--- src/rtl/ps2_host_tx_pkg.sv ---
// ----------------------------------------------------------------------------
// ps2_host_tx_pkg
//   Shared definitions for the PS/2 host-to-device transmitter:
//   - well-known command / response bytes
//   - transmitter FSM state type
//   - small helpers for counter sizing and frame parity
// ----------------------------------------------------------------------------
package ps2_host_tx_pkg;

    // Command bytes a host typically sends, and the device's acknowledge byte.
    localparam logic [7:0] PS2_CMD_SET_LED = 8'hED;
    localparam logic [7:0] PS2_CMD_ENABLE  = 8'hF4;
    localparam logic [7:0] PS2_ACK_BYTE    = 8'hFA;

    // Bits the host shifts out after the start bit: d0..d7, parity, stop.
    localparam int unsigned FRAME_BITS = 10;

    typedef enum logic [2:0] {
        ST_IDLE,
        ST_INHIBIT,     // host pulls PS2_CLK low to abort any device traffic
        ST_RTS,         // clock released, data low: request-to-send
        ST_SHIFT,       // device clocks the frame out of us
        ST_ACK,         // waiting for the device's ack clock
        ST_WAIT_IDLE    // waiting for both lines to float high again
    } state_e;

    // Counter width for a counter that never needs to exceed n-1.
    function automatic int unsigned cnt_width(input int unsigned n);
        return (n < 2) ? 1 : $clog2(n);
    endfunction

    // PS/2 uses odd parity: the nine bits d0..d7,parity hold an odd number of 1s.
    function automatic logic odd_parity(input logic [7:0] data);
        return ~^data;
    endfunction

endpackage

--- src/rtl/ps2_host_tx_if.sv ---
// ----------------------------------------------------------------------------
// ps2_host_tx_if
//   Command-side handshake of the PS/2 host transmitter.
//   master : client that issues command bytes
//   slave  : the transmitter itself
//   Signals:
//     tx_valid   command byte offered
//     tx_data    command byte
//     tx_ready   transmitter idle, accepts tx_data when tx_valid
//     done       one-cycle pulse, transfer finished
//     err        qualified by done: 1 = no ack or timeout
//     busy       transfer in progress
//     rx_inhibit receiver must discard frames while 1
// ----------------------------------------------------------------------------
interface ps2_host_tx_if;
    import ps2_host_tx_pkg::*;

    logic       tx_valid;
    logic [7:0] tx_data;
    logic       tx_ready;
    logic       done;
    logic       err;
    logic       busy;
    logic       rx_inhibit;

    modport master (
        output tx_valid, tx_data,
        input  tx_ready, done, err, busy, rx_inhibit
    );

    modport slave (
        input  tx_valid, tx_data,
        output tx_ready, done, err, busy, rx_inhibit
    );

endinterface

--- src/rtl/ps2_line_filter.sv ---
// ----------------------------------------------------------------------------
// ps2_line_filter
//   Conditions one raw PS/2 pad level for use in the clk domain:
//   two-flop synchronizer, then a glitch filter that only accepts a new level
//   after FILTER_LEN consecutive equal samples, then a 1->0 edge strobe.
//   Ports:
//     clk, rst_n  system clock, asynchronous active-low reset
//     line_i      raw pad level (asynchronous)
//     level       filtered line level
//     fall        one-cycle strobe on a filtered 1->0 transition
// ----------------------------------------------------------------------------
module ps2_line_filter #(
    parameter int unsigned FILTER_LEN = 4
) (
    input  logic clk,
    input  logic rst_n,
    input  logic line_i,
    output logic level,
    output logic fall
);
    import ps2_host_tx_pkg::*;

    logic                  sync_q1;
    logic                  sync_q2;
    logic [FILTER_LEN-1:0] hist;

    // NOTE: every register here resets to 1 (the idle level of an open-drain
    // PS/2 line), so leaving reset never looks like a falling edge.
    always_ff @(posedge clk or negedge rst_n) begin
        if (!rst_n) begin
            sync_q1 <= 1'b1;
            sync_q2 <= 1'b1;
            hist    <= '1;
            level   <= 1'b1;
            fall    <= 1'b0;
        end else begin
            // NOTE: non-blocking assignments so each stage samples the value
            // its predecessor held before this edge -- a true shift chain.
            sync_q1 <= line_i;
            sync_q2 <= sync_q1;
            // Newest sample enters at bit 0; the oldest one falls off the top.
            hist    <= FILTER_LEN'({hist, sync_q2});
            if (&hist) begin
                level <= 1'b1;
            end else if (~|hist) begin
                level <= 1'b0;
            end
            // level drops on the same edge, so the strobe lasts one cycle.
            fall    <= level & ~|hist;
        end
    end

endmodule

--- src/rtl/ps2_host_tx.sv ---
// ----------------------------------------------------------------------------
// ps2_host_tx
//   Host-to-device PS/2 transmitter. Sends one command byte to the device on
//   the open-drain PS2_CLK/PS2_DAT pair shared with the PS/2 receiver:
//   inhibit -> request-to-send -> device-clocked shift -> ack -> bus idle.
//   rx_inhibit tells the receiver to ignore the traffic we generate.
//   Ports:
//     clk, rst_n   system clock, asynchronous active-low reset
//     cmd          command handshake (slave side of ps2_host_tx_if)
//     ps2_clk_i    raw PS2_CLK pad level
//     ps2_dat_i    raw PS2_DAT pad level
//     ps2_clk_oe   1 = pull PS2_CLK low, 0 = release
//     ps2_dat_oe   1 = pull PS2_DAT low, 0 = release
//   Parameters:
//     INHIBIT_CYCLES  cycles PS2_CLK is held low before request-to-send
//     TIMEOUT_CYCLES  max cycles between device clock falling edges
//     FILTER_LEN      equal samples needed to accept a line level change
// ----------------------------------------------------------------------------
module ps2_host_tx #(
    parameter int unsigned INHIBIT_CYCLES = 5000,
    parameter int unsigned TIMEOUT_CYCLES = 750000,
    parameter int unsigned FILTER_LEN     = 4
) (
    input  logic           clk,
    input  logic           rst_n,
    ps2_host_tx_if.slave   cmd,
    input  logic           ps2_clk_i,
    input  logic           ps2_dat_i,
    output logic           ps2_clk_oe,
    output logic           ps2_dat_oe
);
    import ps2_host_tx_pkg::*;

    localparam int unsigned INH_W = cnt_width(INHIBIT_CYCLES);
    localparam int unsigned TO_W  = cnt_width(TIMEOUT_CYCLES);

    localparam logic [INH_W-1:0] INH_LAST = INH_W'(INHIBIT_CYCLES - 1);
    localparam logic [TO_W-1:0]  TO_LAST  = TO_W'(TIMEOUT_CYCLES - 1);

    // Fall number 10 (the stop bit) happens with bit_cnt at this value.
    localparam logic [3:0] STOP_CNT = 4'd8;

    // ---------------------------------------------------------------- lines
    logic clk_level;
    logic clk_fall;
    logic dat_level;
    logic unused_dat_fall;

    ps2_line_filter #(.FILTER_LEN(FILTER_LEN)) u_clk_filter (
        .clk    (clk),
        .rst_n  (rst_n),
        .line_i (ps2_clk_i),
        .level  (clk_level),
        .fall   (clk_fall)
    );

    ps2_line_filter #(.FILTER_LEN(FILTER_LEN)) u_dat_filter (
        .clk    (clk),
        .rst_n  (rst_n),
        .line_i (ps2_dat_i),
        .level  (dat_level),
        .fall   (unused_dat_fall)
    );

    // ------------------------------------------------------------------ FSM
    state_e                      state;
    logic [INH_W-1:0]            inh_cnt;
    logic [TO_W-1:0]             to_cnt;
    logic [3:0]                  bit_cnt;
    logic [FRAME_BITS-1:0]       shreg;    // {stop, parity, d7..d0}, LSB goes out next
    logic                        nack;     // ack result held until done
    logic                        tx_ready_q;
    logic                        done_q;
    logic                        err_q;
    logic                        busy_q;
    logic                        clk_oe_q;
    logic                        dat_oe_q;

    logic device_phase;
    logic timeout_hit;

    // The device owns the clock in these states; a missing fall means it is
    // gone or confused. The fall strobe wins over a coincident terminal count.
    assign device_phase = (state == ST_RTS)   || (state == ST_SHIFT) ||
                          (state == ST_ACK)   || (state == ST_WAIT_IDLE);
    assign timeout_hit  = device_phase && !clk_fall && (to_cnt == TO_LAST);

    always_ff @(posedge clk or negedge rst_n) begin
        if (!rst_n) begin
            state      <= ST_IDLE;
            inh_cnt    <= '0;
            to_cnt     <= '0;
            bit_cnt    <= '0;
            shreg      <= '1;
            nack       <= 1'b0;
            tx_ready_q <= 1'b1;
            done_q     <= 1'b0;
            err_q      <= 1'b0;
            busy_q     <= 1'b0;
            clk_oe_q   <= 1'b0;
            dat_oe_q   <= 1'b0;
        end else begin
            done_q <= 1'b0;

            // Free-running gap counter: cleared by every device clock fall,
            // saturating so it can never wrap back into range.
            if (clk_fall) begin
                to_cnt <= '0;
            end else if (to_cnt != TO_LAST) begin
                to_cnt <= to_cnt + TO_W'(1);
            end

            if (timeout_hit) begin
                state    <= ST_IDLE;
                done_q   <= 1'b1;
                err_q    <= 1'b1;
                busy_q   <= 1'b0;
                clk_oe_q <= 1'b0;
                dat_oe_q <= 1'b0;
            end else begin
                case (state)
                    ST_IDLE: begin
                        if (cmd.tx_valid && tx_ready_q) begin
                            shreg      <= {1'b1, odd_parity(cmd.tx_data), cmd.tx_data};
                            inh_cnt    <= '0;
                            tx_ready_q <= 1'b0;
                            busy_q     <= 1'b1;
                            clk_oe_q   <= 1'b1;
                            state      <= ST_INHIBIT;
                        end else begin
                            // Re-armed one cycle after done.
                            tx_ready_q <= 1'b1;
                        end
                    end

                    // Our own clk_oe produces a filtered fall here; this state
                    // does not look at clk_fall, so it is ignored.
                    ST_INHIBIT: begin
                        if (inh_cnt == INH_LAST) begin
                            clk_oe_q <= 1'b0;
                            dat_oe_q <= 1'b1;    // start bit
                            to_cnt   <= '0;
                            state    <= ST_RTS;
                        end else begin
                            inh_cnt  <= inh_cnt + INH_W'(1);
                        end
                    end

                    // Fall 1 puts d0 on the line.
                    ST_RTS: begin
                        if (clk_fall) begin
                            dat_oe_q <= ~shreg[0];
                            shreg    <= {1'b1, shreg[FRAME_BITS-1:1]};
                            bit_cnt  <= '0;
                            state    <= ST_SHIFT;
                        end
                    end

                    // Falls 2..10 put d1..d7, parity, stop. Bits only change
                    // on falls, so the device always samples a settled line
                    // on its rising edge.
                    ST_SHIFT: begin
                        if (clk_fall) begin
                            dat_oe_q <= ~shreg[0];
                            shreg    <= {1'b1, shreg[FRAME_BITS-1:1]};
                            if (bit_cnt == STOP_CNT) begin
                                state   <= ST_ACK;
                            end else begin
                                bit_cnt <= bit_cnt + 4'd1;
                            end
                        end
                    end

                    // Fall 11: the device should be holding data low.
                    ST_ACK: begin
                        if (clk_fall) begin
                            nack  <= dat_level;
                            state <= ST_WAIT_IDLE;
                        end
                    end

                    ST_WAIT_IDLE: begin
                        if (clk_level && dat_level) begin
                            done_q   <= 1'b1;
                            err_q    <= nack;
                            busy_q   <= 1'b0;
                            clk_oe_q <= 1'b0;
                            dat_oe_q <= 1'b0;
                            state    <= ST_IDLE;
                        end
                    end

                    default: begin
                        clk_oe_q <= 1'b0;
                        dat_oe_q <= 1'b0;
                        busy_q   <= 1'b0;
                        state    <= ST_IDLE;
                    end
                endcase
            end
        end
    end

    // -------------------------------------------------------------- outputs
    assign cmd.tx_ready   = tx_ready_q;
    assign cmd.done       = done_q;
    assign cmd.err        = err_q;
    assign cmd.busy       = busy_q;
    assign cmd.rx_inhibit = busy_q;
    assign ps2_clk_oe     = clk_oe_q;
    assign ps2_dat_oe     = dat_oe_q;

endmodule

--- src/flat_wrapper.sv ---
// flat-port wrapper written by rule: the top's interface ports become plain ports
module ps2_host_tx_flat import ps2_host_tx_pkg::*;
#(
    parameter int unsigned INHIBIT_CYCLES = 5000,
    parameter int unsigned TIMEOUT_CYCLES = 750000,
    parameter int unsigned FILTER_LEN     = 4
)
  (clk, rst_n, ps2_clk_i, ps2_dat_i, ps2_clk_oe, ps2_dat_oe, cmd_tx_valid, cmd_tx_data, cmd_tx_ready, cmd_done, cmd_err, cmd_busy, cmd_rx_inhibit);
  ps2_host_tx_if cmd_i ();
  input  logic clk;
  input  logic rst_n;
  input  logic ps2_clk_i;
  input  logic ps2_dat_i;
  output logic ps2_clk_oe;
  output logic ps2_dat_oe;
  input wire logic [$bits(cmd_i.tx_valid)-1:0] cmd_tx_valid;
  input wire logic [$bits(cmd_i.tx_data)-1:0] cmd_tx_data;
  output wire logic [$bits(cmd_i.tx_ready)-1:0] cmd_tx_ready;
  output wire logic [$bits(cmd_i.done)-1:0] cmd_done;
  output wire logic [$bits(cmd_i.err)-1:0] cmd_err;
  output wire logic [$bits(cmd_i.busy)-1:0] cmd_busy;
  output wire logic [$bits(cmd_i.rx_inhibit)-1:0] cmd_rx_inhibit;
  assign cmd_i.tx_valid = cmd_tx_valid;
  assign cmd_i.tx_data = cmd_tx_data;
  assign cmd_tx_ready = cmd_i.tx_ready;
  assign cmd_done = cmd_i.done;
  assign cmd_err = cmd_i.err;
  assign cmd_busy = cmd_i.busy;
  assign cmd_rx_inhibit = cmd_i.rx_inhibit;
  ps2_host_tx #(.INHIBIT_CYCLES(INHIBIT_CYCLES), .TIMEOUT_CYCLES(TIMEOUT_CYCLES), .FILTER_LEN(FILTER_LEN)) u_core (.clk(clk), .rst_n(rst_n), .cmd(cmd_i), .ps2_clk_i(ps2_clk_i), .ps2_dat_i(ps2_dat_i), .ps2_clk_oe(ps2_clk_oe), .ps2_dat_oe(ps2_dat_oe));
endmodule
--- config.mk ---
export PLATFORM = sky130hd
export DESIGN_NAME = ps2_host_tx_flat
export DESIGN_NICKNAME = d
export VERILOG_FILES = /design/src/rtl/ps2_host_tx_pkg.sv /design/src/rtl/ps2_host_tx_if.sv /design/src/rtl/ps2_line_filter.sv /design/src/rtl/ps2_host_tx.sv /design/src/flat_wrapper.sv
export SDC_FILE = /design/constraint.sdc
export NUM_CORES = 1
export LEC_CHECK = 0
export BUFFER_PORTS_ARGS = -buffer_cell sky130_fd_sc_hd__buf_2
export CORE_UTILIZATION = 54
export CTS_CLUSTER_SIZE = 28
export DETAILED_ROUTE_END_ITERATION = 6
export HOLD_SLACK_MARGIN = 0.02
export PLACE_DENSITY = 0.83
export SLEW_MARGIN = 40
export SYNTH_ARGS = -nofsm -noshare
export SYNTH_HDL_FRONTEND = slang
export SYNTH_HIERARCHICAL = 1
export SYNTH_SLANG_ARGS = --single-unit
--- constraint.sdc ---
create_clock -name clk -period 2.3 [get_ports clk]
set_input_delay 0.23 -clock clk [delete_from_list [all_inputs] [get_ports clk]]
set_output_delay 0.23 -clock clk [all_outputs]
set_load 0.01 [all_outputs]
==> metrics <==
total of max-cap violations 0; Die Span Y 81.5 microns; final setup fails 0; number of H-tree levels 3; core area 6030 sq um; CTS root buf clkbuf_8; Initial DRC Count 215; first-pass GRT wire length 11400 microns; Port-buffer cells 19; crit-path max FO 3; post-CTS sizing 0; Max Clock Freq 0.438 GHz; Die Wd 81.5 microns; post-route ant nets 0; die area 6650 sq um; clk_skew 0.00552 ns; drt drc 0; Power Total 2.64 mW; Initial Util 56.7%; CTS tree built; largest net degree at the start of global routing 48; CP max stage delay 0.51 ns; Crit path max-delay family simple AND/OR/NAND/NOR gates; Mapped Nets 368; worst min-delay path class in2reg; P per Cell Area 673 nW/um^2; yosys warns 6; Fin. Hold Viols 0; worst hold path depth 3; Period minus WS final 2.28 ns; Slowest-stage cell, CP or4_1; Netlist Area Pre-Place 3410 sq um; Inserted Clock Buffers 9; Clock Pin Slew Worst Setup and Hold Paths 0.07 ns; area delta synth->final 14.9%; critical path depth in cells 5; Mean Syn Cell Area 9.73 sq um; CP endpoint kind register; Pleak 1.71 nW; Worst Path Buf+Inv 0; Worst setup SP type register; deepest clock path buffer count 2; crit-path cells or4_1 > or4_4 > or2_1 > a211o_1 > a311o_1; HP Start cmd_tx_data[6]; Critical Path Source u_core/to_cnt[10]; initial antenna violation count 0; Cell Rows 28; Total GRT Usage 22.9%; number of global-route vias before repair 2506; fin crit share 99.3%; Post-Route WL 6760 microns; slew at the pin closest to its max-slew limit 0.588 ns; worst endpoint required time 2.53 ns; IO Count 20; diode count 0; kind of critical path reg2reg; dpl hpwl 4590 microns; nets 404; WL per Instance 14.5 microns; Pre-Repair DR Iteration Count 4; Placed Instance Area 3690 sq um; Synth Instances 351; DR vias 2631; GR Overflow Total 0; reg-to-reg startpoint u_core/to_cnt[10]; GPL Wtd Cong 0.835; fin. max-slew vios 0; status finished clean; via-per-instance ratio 5.63; CTS Sinks 71; post-route cell area 3920 sq um; critical path arrival 2.51 ns; R2R cell count 5; slew margin rel. 59.8%; RSZ-0062 raised after global routing yes; share of cells above drive strength 1 20.9%; clock latency on the worst-skew pair 0.34 ns; Max IR drop VDD 0.000534 V
power breakdown:
group | internal, mW | switching (mW)
sequential | 1.34 | 0.0815
combinational | 0.117 | 0.119
clock | 0.563 | 0.423
total | 2.02 | 0.624
worst register-to-register path, cell delays in order (launching register included):
cell and delay (ns):
dfrtp_1 0.39, or4_1 0.51, or4_4 0.45, or2_1 0.25, a211o_1 0.26, a311o_1 0.31
metal layers:
layer  GRT usage (%)  wire length, microns  part of all wire [%]  up-vias
met5               0                     0                     0        -
met4            9.46                   105                   1.6        0
met3            5.44                   270                   4.0       10
met2            36.6                  3280                    49       49
met1            29.9                  3100                    46     1270
li1                -                     -                     -     1302
flip-flops by register name, indices dropped and copies added, names as in the netlist:
name / count
u_core/to_cnt: 20
u_core/inh_cnt: 13
u_core/shreg: 9
u_core/bit_cnt: 4
u_core/u_clk_filter/hist: 4
u_core/u_dat_filter/hist: 4
u_core/state: 3
u_core/cmd.busy: 1
u_core/cmd.done: 1
u_core/cmd.err: 1
u_core/cmd.tx_ready: 1
u_core/nack: 1
u_core/ps2_clk_oe: 1
u_core/ps2_dat_oe: 1
u_core/u_clk_filter/fall: 1
u_core/u_clk_filter/level: 1
u_core/u_clk_filter/sync_q1: 1
u_core/u_clk_filter/sync_q2: 1
u_core/u_dat_filter/level: 1
u_core/u_dat_filter/sync_q1: 1
u_core/u_dat_filter/sync_q2: 1
area by class of cell:
cell class                 count  area [sq um]
fill                         485          2100
clock inverter                 1          30.0
tap                           75          93.8
inverter                       8          30.0
clock buffer                  15           166
timing repair buffer          41           280
sequential                    71          1810
multi-input combinational    256          1520
timing repair:
| action | CTS | global route |
|---|---|---|
| setup buffers | 0 | 1 |
| hold buffers | 3 | 0 |
| endpoints found under the hold margin | 12 | 0 |
| pin swaps | 1 | 0 |
| endpoints found under the setup margin | 1 | 2 |
layout by cell type (no fill, tap or decap), types with 9 or more instances in the layout:
master / n
o21ai_0: 14
a31oi_1: 9
clkbuf_8: 11
nand4_1: 9
dfstp_2: 24
xnor2_1: 16
nand3_1: 14
dfrtp_1: 47
a21oi_1: 21
nand2_1: 45
buf_4: 18
xor2_1: 11
nor2_1: 44
buf_2: 19
final timing paths:
kind                                                     to  slack, ns
worst max-delay path                        u_core/state[0]       0.02
worst min-delay path                        u_core/shreg[6]       0.13
worst max register to register              u_core/state[0]       0.02
worst min register to register  u_core/u_clk_filter/hist[0]       0.36
max in group asynchronous                   u_core/shreg[2]       1.21
min in group asynchronous                  u_core/to_cnt[8]       0.41
per-stage QoR:
stage               hold slack, ns  TNS (ns)  cells  setup WS (ns)  utilization, %
finish                       0.126         0    467         0.0152            65.1
global placement             0.247         0    447         0.0721            61.2
detailed placement           0.247         0    447         0.0307            61.2
global route                 0.126   -0.0573    467        -0.0573            65.1
floorplan                  -0.0656   -0.0543    351        -0.0543               -
CTS                          0.119         0    466         0.0179            65.0
No activity file was read; power rests on OpenSTA's default activity.
